File: src/rtl/inst_fetch_buffer_if.sv
// Fetch-buffer bus bundle: control, instruction-memory request/response and
// pipeline-facing instruction handshake.
interface inst_fetch_buffer_if #(
    parameter int ADDR_W = 8
);
    logic              start;
    logic [ADDR_W-1:0] start_pc;
    logic [ADDR_W-1:0] end_pc;
    logic              flush;
    logic              imem_req_valid;
    logic [ADDR_W-1:0] imem_req_addr;
    logic              imem_req_ready;
    logic              imem_resp_valid;
    logic [7:0]        imem_resp_data;
    logic [7:0]        inst;
    logic              inst_valid;
    logic              inst_ready;
    logic              busy;

    modport slave (
        input  start, start_pc, end_pc, flush, imem_req_ready,
               imem_resp_valid, imem_resp_data, inst_ready,
        output imem_req_valid, imem_req_addr, inst, inst_valid, busy
    );

    modport master (
        output start, start_pc, end_pc, flush, imem_req_ready,
               imem_resp_valid, imem_resp_data, inst_ready,
        input  imem_req_valid, imem_req_addr, inst, inst_valid, busy
    );
endinterface

File: src/rtl/inst_fetch_buffer.sv
// In-order instruction fetch from start_pc..end_pc into a credit-protected
// FIFO feeding the pipeline; flush drops queued and in-flight instructions.
module inst_fetch_buffer #(
    parameter int DEPTH   = 4,
    parameter int ADDR_W  = 8,
    parameter int MAX_OUT = 2
) (
    input logic             clk,
    input logic             rst,
    inst_fetch_buffer_if.slave bus
);
    localparam int CW = $clog2(DEPTH + 1);
    localparam int PW = $clog2(DEPTH);

    typedef enum logic [1:0] {IDLE, RUN, STOP} state_t;

    state_t            state, state_nxt;
    logic [ADDR_W-1:0] pc, last;
    logic [CW-1:0]     outstanding, drop_cnt, count;
    logic [PW-1:0]     wptr, rptr;
    logic [7:0]        mem [DEPTH];
    logic [7:0]        hold;
    logic              req_valid, accept, push, pop;

    assign req_valid = (state == RUN) && !bus.flush && (drop_cnt == '0)
                     && (outstanding < CW'(MAX_OUT))
                     && (({1'b0, outstanding} + {1'b0, count}) < (CW+1)'(DEPTH));
    assign accept    = req_valid && bus.imem_req_ready;
    assign push      = bus.imem_resp_valid && (drop_cnt == '0) && !bus.flush;
    assign pop       = (count != '0) && bus.inst_ready;

    assign bus.imem_req_valid = req_valid;
    assign bus.imem_req_addr  = pc;
    assign bus.inst_valid     = (count != '0);
    assign bus.inst           = (count != '0) ? mem[rptr] : hold;
    assign bus.busy           = (state != IDLE) || (outstanding != '0) || (count != '0);

    always_comb begin
        state_nxt = state;
        case (state)
            IDLE:    if (bus.start) state_nxt = RUN;
            RUN:     if (accept && pc == last) state_nxt = STOP;
            STOP:    if (outstanding == '0 && count == '0) state_nxt = IDLE;
            default: state_nxt = IDLE;
        endcase
        if (bus.flush) state_nxt = IDLE;
    end

    always_ff @(posedge clk or posedge rst) begin
        if (rst) begin
            state       <= IDLE;
            pc          <= '0;
            last        <= '0;
            outstanding <= '0;
            drop_cnt    <= '0;
            count       <= '0;
            wptr        <= '0;
            rptr        <= '0;
            hold        <= '0;
        end else begin
            state <= state_nxt;
            hold  <= bus.inst;
            if (state == IDLE && bus.start && !bus.flush) begin
                pc   <= bus.start_pc;
                last <= bus.end_pc;
            end else if (accept) begin
                pc <= pc + 1'b1;
            end
            case ({accept, bus.imem_resp_valid})
                2'b10:   outstanding <= outstanding + 1'b1;
                2'b01:   outstanding <= outstanding - 1'b1;
                default: ;
            endcase
            // Issue is blocked while drops are pending, so everything in flight
            // is already stale: outstanding alone is the exact drop count.
            if (bus.flush)
                drop_cnt <= outstanding - CW'(bus.imem_resp_valid);
            else if (bus.imem_resp_valid && drop_cnt != '0)
                drop_cnt <= drop_cnt - 1'b1;
            if (bus.flush) begin
                count <= '0;
                wptr  <= '0;
                rptr  <= '0;
            end else begin
                if (push) wptr <= wptr + 1'b1;
                if (pop)  rptr <= rptr + 1'b1;
                if (push && !pop)      count <= count + 1'b1;
                else if (pop && !push) count <= count - 1'b1;
            end
        end
    end

    always_ff @(posedge clk) begin
        if (push) mem[wptr] <= bus.imem_resp_data;
    end
endmodule

File: src/flat_wrapper.sv
// flat-port wrapper written by rule: the top's interface ports become plain ports
module inst_fetch_buffer_flat 
#(
    parameter int DEPTH   = 4,
    parameter int ADDR_W  = 8,
    parameter int MAX_OUT = 2
)
  (clk, rst, bus_start, bus_start_pc, bus_end_pc, bus_flush, bus_imem_req_ready, bus_imem_resp_valid, bus_imem_resp_data, bus_inst_ready, bus_imem_req_valid, bus_imem_req_addr, bus_inst, bus_inst_valid, bus_busy);
  inst_fetch_buffer_if #(.ADDR_W(ADDR_W)) bus_i ();
  input logic clk;
  input logic rst;
  input wire logic [$bits(bus_i.start)-1:0] bus_start;
  input wire logic [$bits(bus_i.start_pc)-1:0] bus_start_pc;
  input wire logic [$bits(bus_i.end_pc)-1:0] bus_end_pc;
  input wire logic [$bits(bus_i.flush)-1:0] bus_flush;
  input wire logic [$bits(bus_i.imem_req_ready)-1:0] bus_imem_req_ready;
  input wire logic [$bits(bus_i.imem_resp_valid)-1:0] bus_imem_resp_valid;
  input wire logic [$bits(bus_i.imem_resp_data)-1:0] bus_imem_resp_data;
  input wire logic [$bits(bus_i.inst_ready)-1:0] bus_inst_ready;
  output wire logic [$bits(bus_i.imem_req_valid)-1:0] bus_imem_req_valid;
  output wire logic [$bits(bus_i.imem_req_addr)-1:0] bus_imem_req_addr;
  output wire logic [$bits(bus_i.inst)-1:0] bus_inst;
  output wire logic [$bits(bus_i.inst_valid)-1:0] bus_inst_valid;
  output wire logic [$bits(bus_i.busy)-1:0] bus_busy;
  assign bus_i.start = bus_start;
  assign bus_i.start_pc = bus_start_pc;
  assign bus_i.end_pc = bus_end_pc;
  assign bus_i.flush = bus_flush;
  assign bus_i.imem_req_ready = bus_imem_req_ready;
  assign bus_i.imem_resp_valid = bus_imem_resp_valid;
  assign bus_i.imem_resp_data = bus_imem_resp_data;
  assign bus_i.inst_ready = bus_inst_ready;
  assign bus_imem_req_valid = bus_i.imem_req_valid;
  assign bus_imem_req_addr = bus_i.imem_req_addr;
  assign bus_inst = bus_i.inst;
  assign bus_inst_valid = bus_i.inst_valid;
  assign bus_busy = bus_i.busy;
  inst_fetch_buffer #(.DEPTH(DEPTH), .ADDR_W(ADDR_W), .MAX_OUT(MAX_OUT)) u_core (.clk(clk), .rst(rst), .bus(bus_i));
endmodule
File: config.mk
export PLATFORM = sky130hd
export DESIGN_NAME = inst_fetch_buffer_flat
export DESIGN_NICKNAME = d
export VERILOG_FILES = /design/src/rtl/inst_fetch_buffer_if.sv /design/src/rtl/inst_fetch_buffer.sv /design/src/flat_wrapper.sv
export SDC_FILE = /design/constraint.sdc
export NUM_CORES = 1
export LEC_CHECK = 0
export ABC_CLOCK_PERIOD_IN_PS = 3500
export CAP_MARGIN = 40
export CORE_AREA = 4 4 96 98
export DETAILED_ROUTE_END_ITERATION = 10
export DIE_AREA = 0 0 100 102
export GPL_TIMING_DRIVEN = 0
export HOLD_SLACK_MARGIN = 0.05
export MAX_ROUTING_LAYER = met4
export PLACE_DENSITY = 0.61
export SYNTH_ARGS = -nofsm -noshare
export SYNTH_HDL_FRONTEND = slang
export SYNTH_SLANG_ARGS = --single-unit
File: constraint.sdc
create_clock -name clk -period 3.5 [get_ports clk]
set_input_delay 0.7 -clock clk [delete_from_list [all_inputs] [get_ports clk]]
set_output_delay 0.7 -clock clk [all_outputs]
set_load 0.05 [all_outputs]
* Word-level counts from Yosys, hierarchy flattened
Memories as Yosys holds them, arrays and structs flattened.
Index checks and enable logic that the tools add are counted.
** Operators by class
- Equal/unequal tests :: 8
- $add $sub $neg :: 10
- Multiplexer cells :: 20
- $lt $le $gt $ge :: 2
- Reductions and logical operators :: 35
** Operators with widths (count)
- 8-bit two-way mux :: 3
- 2-bit two-way mux :: 8
- 1-bit logical AND :: 15
- 3-bit two-way mux :: 5
- 2-bit nonzero test :: 6
- 3-bit nonzero test :: 4
- 3-bit zero test :: 3
- 3-bit by 1-bit subtractor with 3-bit output, second input constant :: 3
- 8-bit by 1-bit adder with 8-bit output, second input constant :: 1
- 8-bit equality test :: 1
- 3-bit by 1-bit adder with 3-bit output, second input constant :: 2
- 3-bit inequality test, second input constant :: 2
- 2-bit one-hot mux with 3 select lines :: 1
- 3-bit one-hot mux with 2 select lines :: 1
- 2-bit by 1-bit adder with 2-bit output, second input constant :: 2
- 3-bit by 3-bit adder with 4-bit output :: 1
- 2-bit by 1-bit equality test with 1-bit output, second input constant :: 2
- 2-bit equality test, second input constant :: 2
- 4-bit by 3-bit < comparator with 1-bit output, second input constant :: 1
- 1-bit zero test :: 3
- 3-bit by 2-bit < comparator with 1-bit output, second input constant :: 1
- 3-bit by 2-bit inequality test with 1-bit output, second input constant :: 1
- 3-bit AND reduction :: 1
- 3-bit by 1-bit subtractor with 3-bit output :: 1
- other kinds (3) :: 5
** Word-level totals
- Register bits :: 39
- Input bits :: 31
- Word-level logic and storage cells :: 85
- Memories kept :: 1
- Bits in writable memories :: 32
- Output and inout port bits :: 19
** Memory list
- u_core.mem :: depth 4, width 8, read ports 1, clocked after Yosys merged registers in 0, wr ports 1, line inst_fetch_buffer.sv:21 : logic [7:0] mem [DEPTH];

* Logic depth before layout (Yosys ltp)
- Depth after elaboration :: 10
- Mapped depth :: 11
- Depth with buffers taken out :: 9

* Least setup slack after synthesis
Ideal clock, no wire load.
- Path kind :: input to register
- Start point :: input bus_flush
- End point :: register u_core.outstanding[2]
- Stages on the path :: 9
- Setup slack :: 0.414 ns
- Path buffers :: 2
- Required time :: 3.374 ns
- Library setup time :: 0.126 ns
- Data arrival time :: 2.960 ns
- Cell sequence :: or4b_1 > or4_1 > buf_2 > buf_2 > ha_1 > fa_1 > xnor2_1 > nor2_1 > xor2_1
** On the way
- Word-level cells in the longest chain between the ends :: 8
- Elaborated cells between the ends (all ways) :: 10
** RTL lines
- start, declared :: line flat_wrapper.sv:15 : input wire logic [$bits(bus_i.flush)-1:0] bus_flush;
- 1-bit zero test (*) :: line inst_fetch_buffer.sv:25 : assign req_valid = (state == RUN) && !bus.flush && (drop_cnt == '0)
- 1-bit logical AND (*) (2 in series) :: line inst_fetch_buffer.sv:25
- 1-bit logical AND (*) :: line inst_fetch_buffer.sv:26 : && (outstanding < CW'(MAX_OUT))
- 1-bit logical AND (*) :: line inst_fetch_buffer.sv:27 : && (({1'b0, outstanding} + {1'b0, count}) < (CW+1)'(DEPTH));
- 1-bit logical AND (*) :: line inst_fetch_buffer.sv:28 : assign accept = req_valid && bus.imem_req_ready;
- 2-bit by 1-bit equality test with 1-bit output / 2-bit equality test (equally long branches) :: line inst_fetch_buffer.sv:69 : case ({accept, bus.imem_resp_valid})
- 3-bit one-hot mux with 2 select lines / 2-bit nonzero test (equally long branches)
- end signal, assigned :: line inst_fetch_buffer.sv:70 : 2'b10: outstanding <= outstanding + 1'b1;
- end signal, assigned :: line inst_fetch_buffer.sv:71 : 2'b01: outstanding <= outstanding - 1'b1;
- end, declared :: line inst_fetch_buffer.sv:19 : logic [CW-1:0] outstanding, drop_cnt, count;
Every way passes the cells marked *; elsewhere a longest branch is shown, timed or not.
A chain may end at the register's enable or synchronous reset.

* Final worst setup path
- Start point :: input bus_flush
- End point :: output bus_imem_req_valid
** On the way
- Word-level cells in the longest chain between the ends :: 5
** RTL lines
- 1-bit zero test :: line inst_fetch_buffer.sv:25
- 1-bit logical AND (2 in series) :: line inst_fetch_buffer.sv:25
- 1-bit logical AND :: line inst_fetch_buffer.sv:26
- 1-bit logical AND :: line inst_fetch_buffer.sv:27
- end, declared :: line flat_wrapper.sv:20 : output wire logic [$bits(bus_i.imem_req_valid)-1:0] bus_imem_req_valid;
Every way passes these cells.

==> out/metrics.csv <==
stage;metric;value;unit
clocking;worst skew pair latency;340;ps
yosys;simple logic cell fraction of the synthesized area;14.3;%
setup_path;FF-to-FF End;u_core.outstanding[2]$_DFFE_PP0P_;
detailed_routing;met3 WL post-DR;274;um
job;max cap viols;0;
setup_path;FF-to-FF Start;u_core.outstanding[1]$_DFFE_PP0P_;
worst_hold_path;Hold Path Sink;u_core.hold[3]$_DFF_PP0_;
setup_path;crit end category;output pin;
finish;area grow syn2layout;27.4;%
worst_hold_path;HP Start;u_core.hold[3]$_DFF_PP0_;
global_routing;Tot GR Track Use;14.9;%
clocking;CTS sink cnt;71;
finish;commonest non-fill, non-tap cells in the layout;49 x clkdlybuf4s50_1, 39 x dfrtp_1, 34 x nand2_1;
global_routing;largest net degree at the start of global routing;37;
yosys;Synth cell types;40;
die;site row count;34;
sta;RSZ-0062 raised after global routing;no;
global_routing;antenna violations before repair;0;
finish;share of layout cells above drive strength 1;12.3;%
sta;Fin. Hold Viols;0;
finish;Layout Cells excl Fill;434;
detailed_routing;DR WL/cell;15.6;um
placement;IO buf count;49;
finish;final layout net count;366;
yosys;Main synth FF type;dfrtp_1;
clocking;Max clock buf depth;2;
sta;worst slew pin tran;591;ps
setup_path;R2R cell count;10;
worst_hold_path;worst hold path stage count;1;
detailed_routing;DRT iter0 DRCs;82;
sta;final setup violation count;0;
sta;fmax;298;MHz
die;Die Wd;100;um
placement;placed cells;419;
sta;crit share post-route;96.0;%
die;core footprint;8470;um2
setup_path;reg2reg setup slack;330;ps
sta;Tmin final;3360;ps
yosys;async set-reset flop share out of synthesis;54.9;%
run_status;status;finished clean;
yosys;syn_area_per_cell;12.7;um2
finish;commonest non-fill, non-tap cell in the layout;clkdlybuf4s50_1;
detailed_routing;Final ANT Viol Nets;0;
die;# IOs;50;
global_routing;grt total ovfl;0;
yosys;register area share after synthesis;58.8;%
power;Leakage;1.60;nW
setup_path;Worst Setup Start Kind;input pin;
sta;Final Skew;6.96;ps
placement;post-detail-place hpwl;4700;um
yosys;Post-Synth XOR/XNOR Area;4.78;%
setup_path;Crit Path Class;input pin to output pin;
yosys;#FFs+latches synth;71;
global_routing;first-pass GRT wire length;11400;um
worst_hold_path;type of the worst min-delay path;register to register;
die;die area;10200;um2
setup_path;CP arrival;2660;ps
clocking;post-cts gate resize count;0;
clocking;Worst-path clk slew;80;ps
yosys;Synth top area share;29.6;%
power;pwr dens;791;nW/um2
clocking;CTS Hold Bufs;0;
yosys;multiplexer area fraction after synthesis;9.15;%
yosys;Synth Area in Adders;5.77;%
setup_path;CP max FO;2;
clocking;clock root cell;clkbuf_8;
yosys;Netlist Area Pre-Place;3300;um2
yosys;post-synthesis compound-gate area fraction;4.78;%
yosys;syn nets;305;
clocking;Post-CTS Setup Bufs;0;
detailed_routing;vias post-DR;2171;
yosys;top post-synthesis cells by area;dfrtp_1 30%, edfxtp_1 29%, mux4_2 5.5%;
clocking;CTS tree;yes;
clocking;H-tree depth;3;
detailed_routing;Met1 Wirelength;3120;um
detailed_routing;TritonRoute pass-1 iters;4;
placement;area post-placement;3960;um2
die;Initial Util;38.9;%
sta;Slew HR;60.6;%
yosys;largest family of logic cells by synthesized area;simple AND/OR/NAND/NOR gates;
sta;Max Slew Vio Count;0;
detailed_routing;Max Used Layer;met4;
detailed_routing;DRC;0;
finish;n_diodes;0;
detailed_routing;met2 wire length;3310;um
placement;placer congestion estimate;0.768;
finish;final instance area;4200;um2
die;die height;102;um
yosys;Mapped Cells;260;
power;VDD IR-drop max;0.371;mV
yosys;Post-synth EDFFs;32;
global_routing;number of global-route vias before repair;2351;
yosys;Synth area leader;dfrtp_1;
detailed_routing;vias per inst;5.00;
yosys;YS warnings;0;
clocking;CTS Buf Count;9;
setup_path;Worst EP required;2800;ps
detailed_routing;WL final;6790;um
-- cells by family (layout without fill, tap and decap cells) --
family | after synthesis | count (layout)
mux | 19 | 19
xor+xnor | 18 | 18
compound gates | 25 | 25
fa+ha+maj | 14 | 14
buf+inv | 21 | 87
simple gates | 92 | 92
flops | 71 | 71
-- metal layers --
metal  vias to the layer above  track usage (%)
met2                        42             23.6
met1                      1061             18.8
met3                         7             3.07
met4                         0             6.22
met5                         -                -
li1                       1061                -
-- flip-flops by register name (all words and copies together) (netlist names) --
register / flops
u_core.mem: 32
u_core.bus.imem_req_addr: 8
u_core.hold: 8
u_core.last: 8
u_core.count: 3
u_core.drop_cnt: 3
u_core.outstanding: 3
u_core.rptr: 2
u_core.state: 2
u_core.wptr: 2
-- report_power, final --
group          internal (mW)  leakage (nW)  switching (mW)
sequential              1.02         0.764           0.156
clock                  0.476         0.120           0.320
combinational          0.572         0.719           0.777
total                   2.07          1.60            1.25
-- cells in the mapped netlist, types with 3 or more instances --
| master | count |
|---|---|
| a21oi_1 | 5 |
| a31oi_1 | 5 |
| and2_1 | 5 |
| clkbuf_1 | 7 |
| dfrtp_1 | 39 |
| edfxtp_1 | 32 |
| ha_1 | 12 |
| inv_1 | 12 |
| mux2_2 | 9 |
| mux4_2 | 8 |
| nand2_1 | 34 |
| nand3_1 | 4 |
| nand3b_1 | 3 |
| nand4_1 | 3 |
| nor2_1 | 14 |
| nor3_1 | 7 |
| o21ai_0 | 7 |
| or3_1 | 8 |
| or4_1 | 3 |
| xnor2_1 | 14 |
| xor2_1 | 4 |
-- critical path: stages --
cell and delay, ps:
clkdlybuf4s50_1 410, or4b_1 520, nor3_1 200, clkdlybuf4s50_1 830
-- through the flow --
step / worst slack, ps / power, mW / TNS, ps / hold slack, ps / utilization [%]
finish: 140 / 3.32 / 0 / 499 / 49.6
global route: 0.560 / 3.52 / 0 / 515 / 49.6
CTS: 85.0 / 3.36 / 0 / 504 / 49.6
detailed placement: -139 / 2.56 / -236 / 484 / 46.7
global placement: -275 / 2.51 / -2020 / 478 / 46.3
floorplan: 414 / 2.11 / 0 / 467 / -
-- worst max-delay path by stage --
stage | startpoint | endpoint | slack [ps]
after floorplan | bus_flush | u_core.outstanding[2]$_DFFE_PP0P_ | 410
after global placement | u_core.count[0]$_DFFE_PP0P_ | bus_busy | -280
after detailed placement | bus_flush | u_core.outstanding[2]$_DFFE_PP0P_ | -140
after CTS | u_core.rptr[0]$_DFFE_PP0P_ | bus_inst[7] | 90
after global routing | u_core.rptr[0]$_DFFE_PP0P_ | bus_inst[6] | 0.6
final | bus_flush | bus_imem_req_valid | 140
-- area by class of cell --
type                       count  area (um2)
sequential                    71        1940
fill                         777        4270
timing repair buffer          51         522
tap                          108         135
clock inverter                 7         120
inverter                      12        45.0
buffer                         8        32.5
clock buffer                   9         124
multi-input combinational    168        1280
No activity file was read; power rests on OpenSTA's default activity.
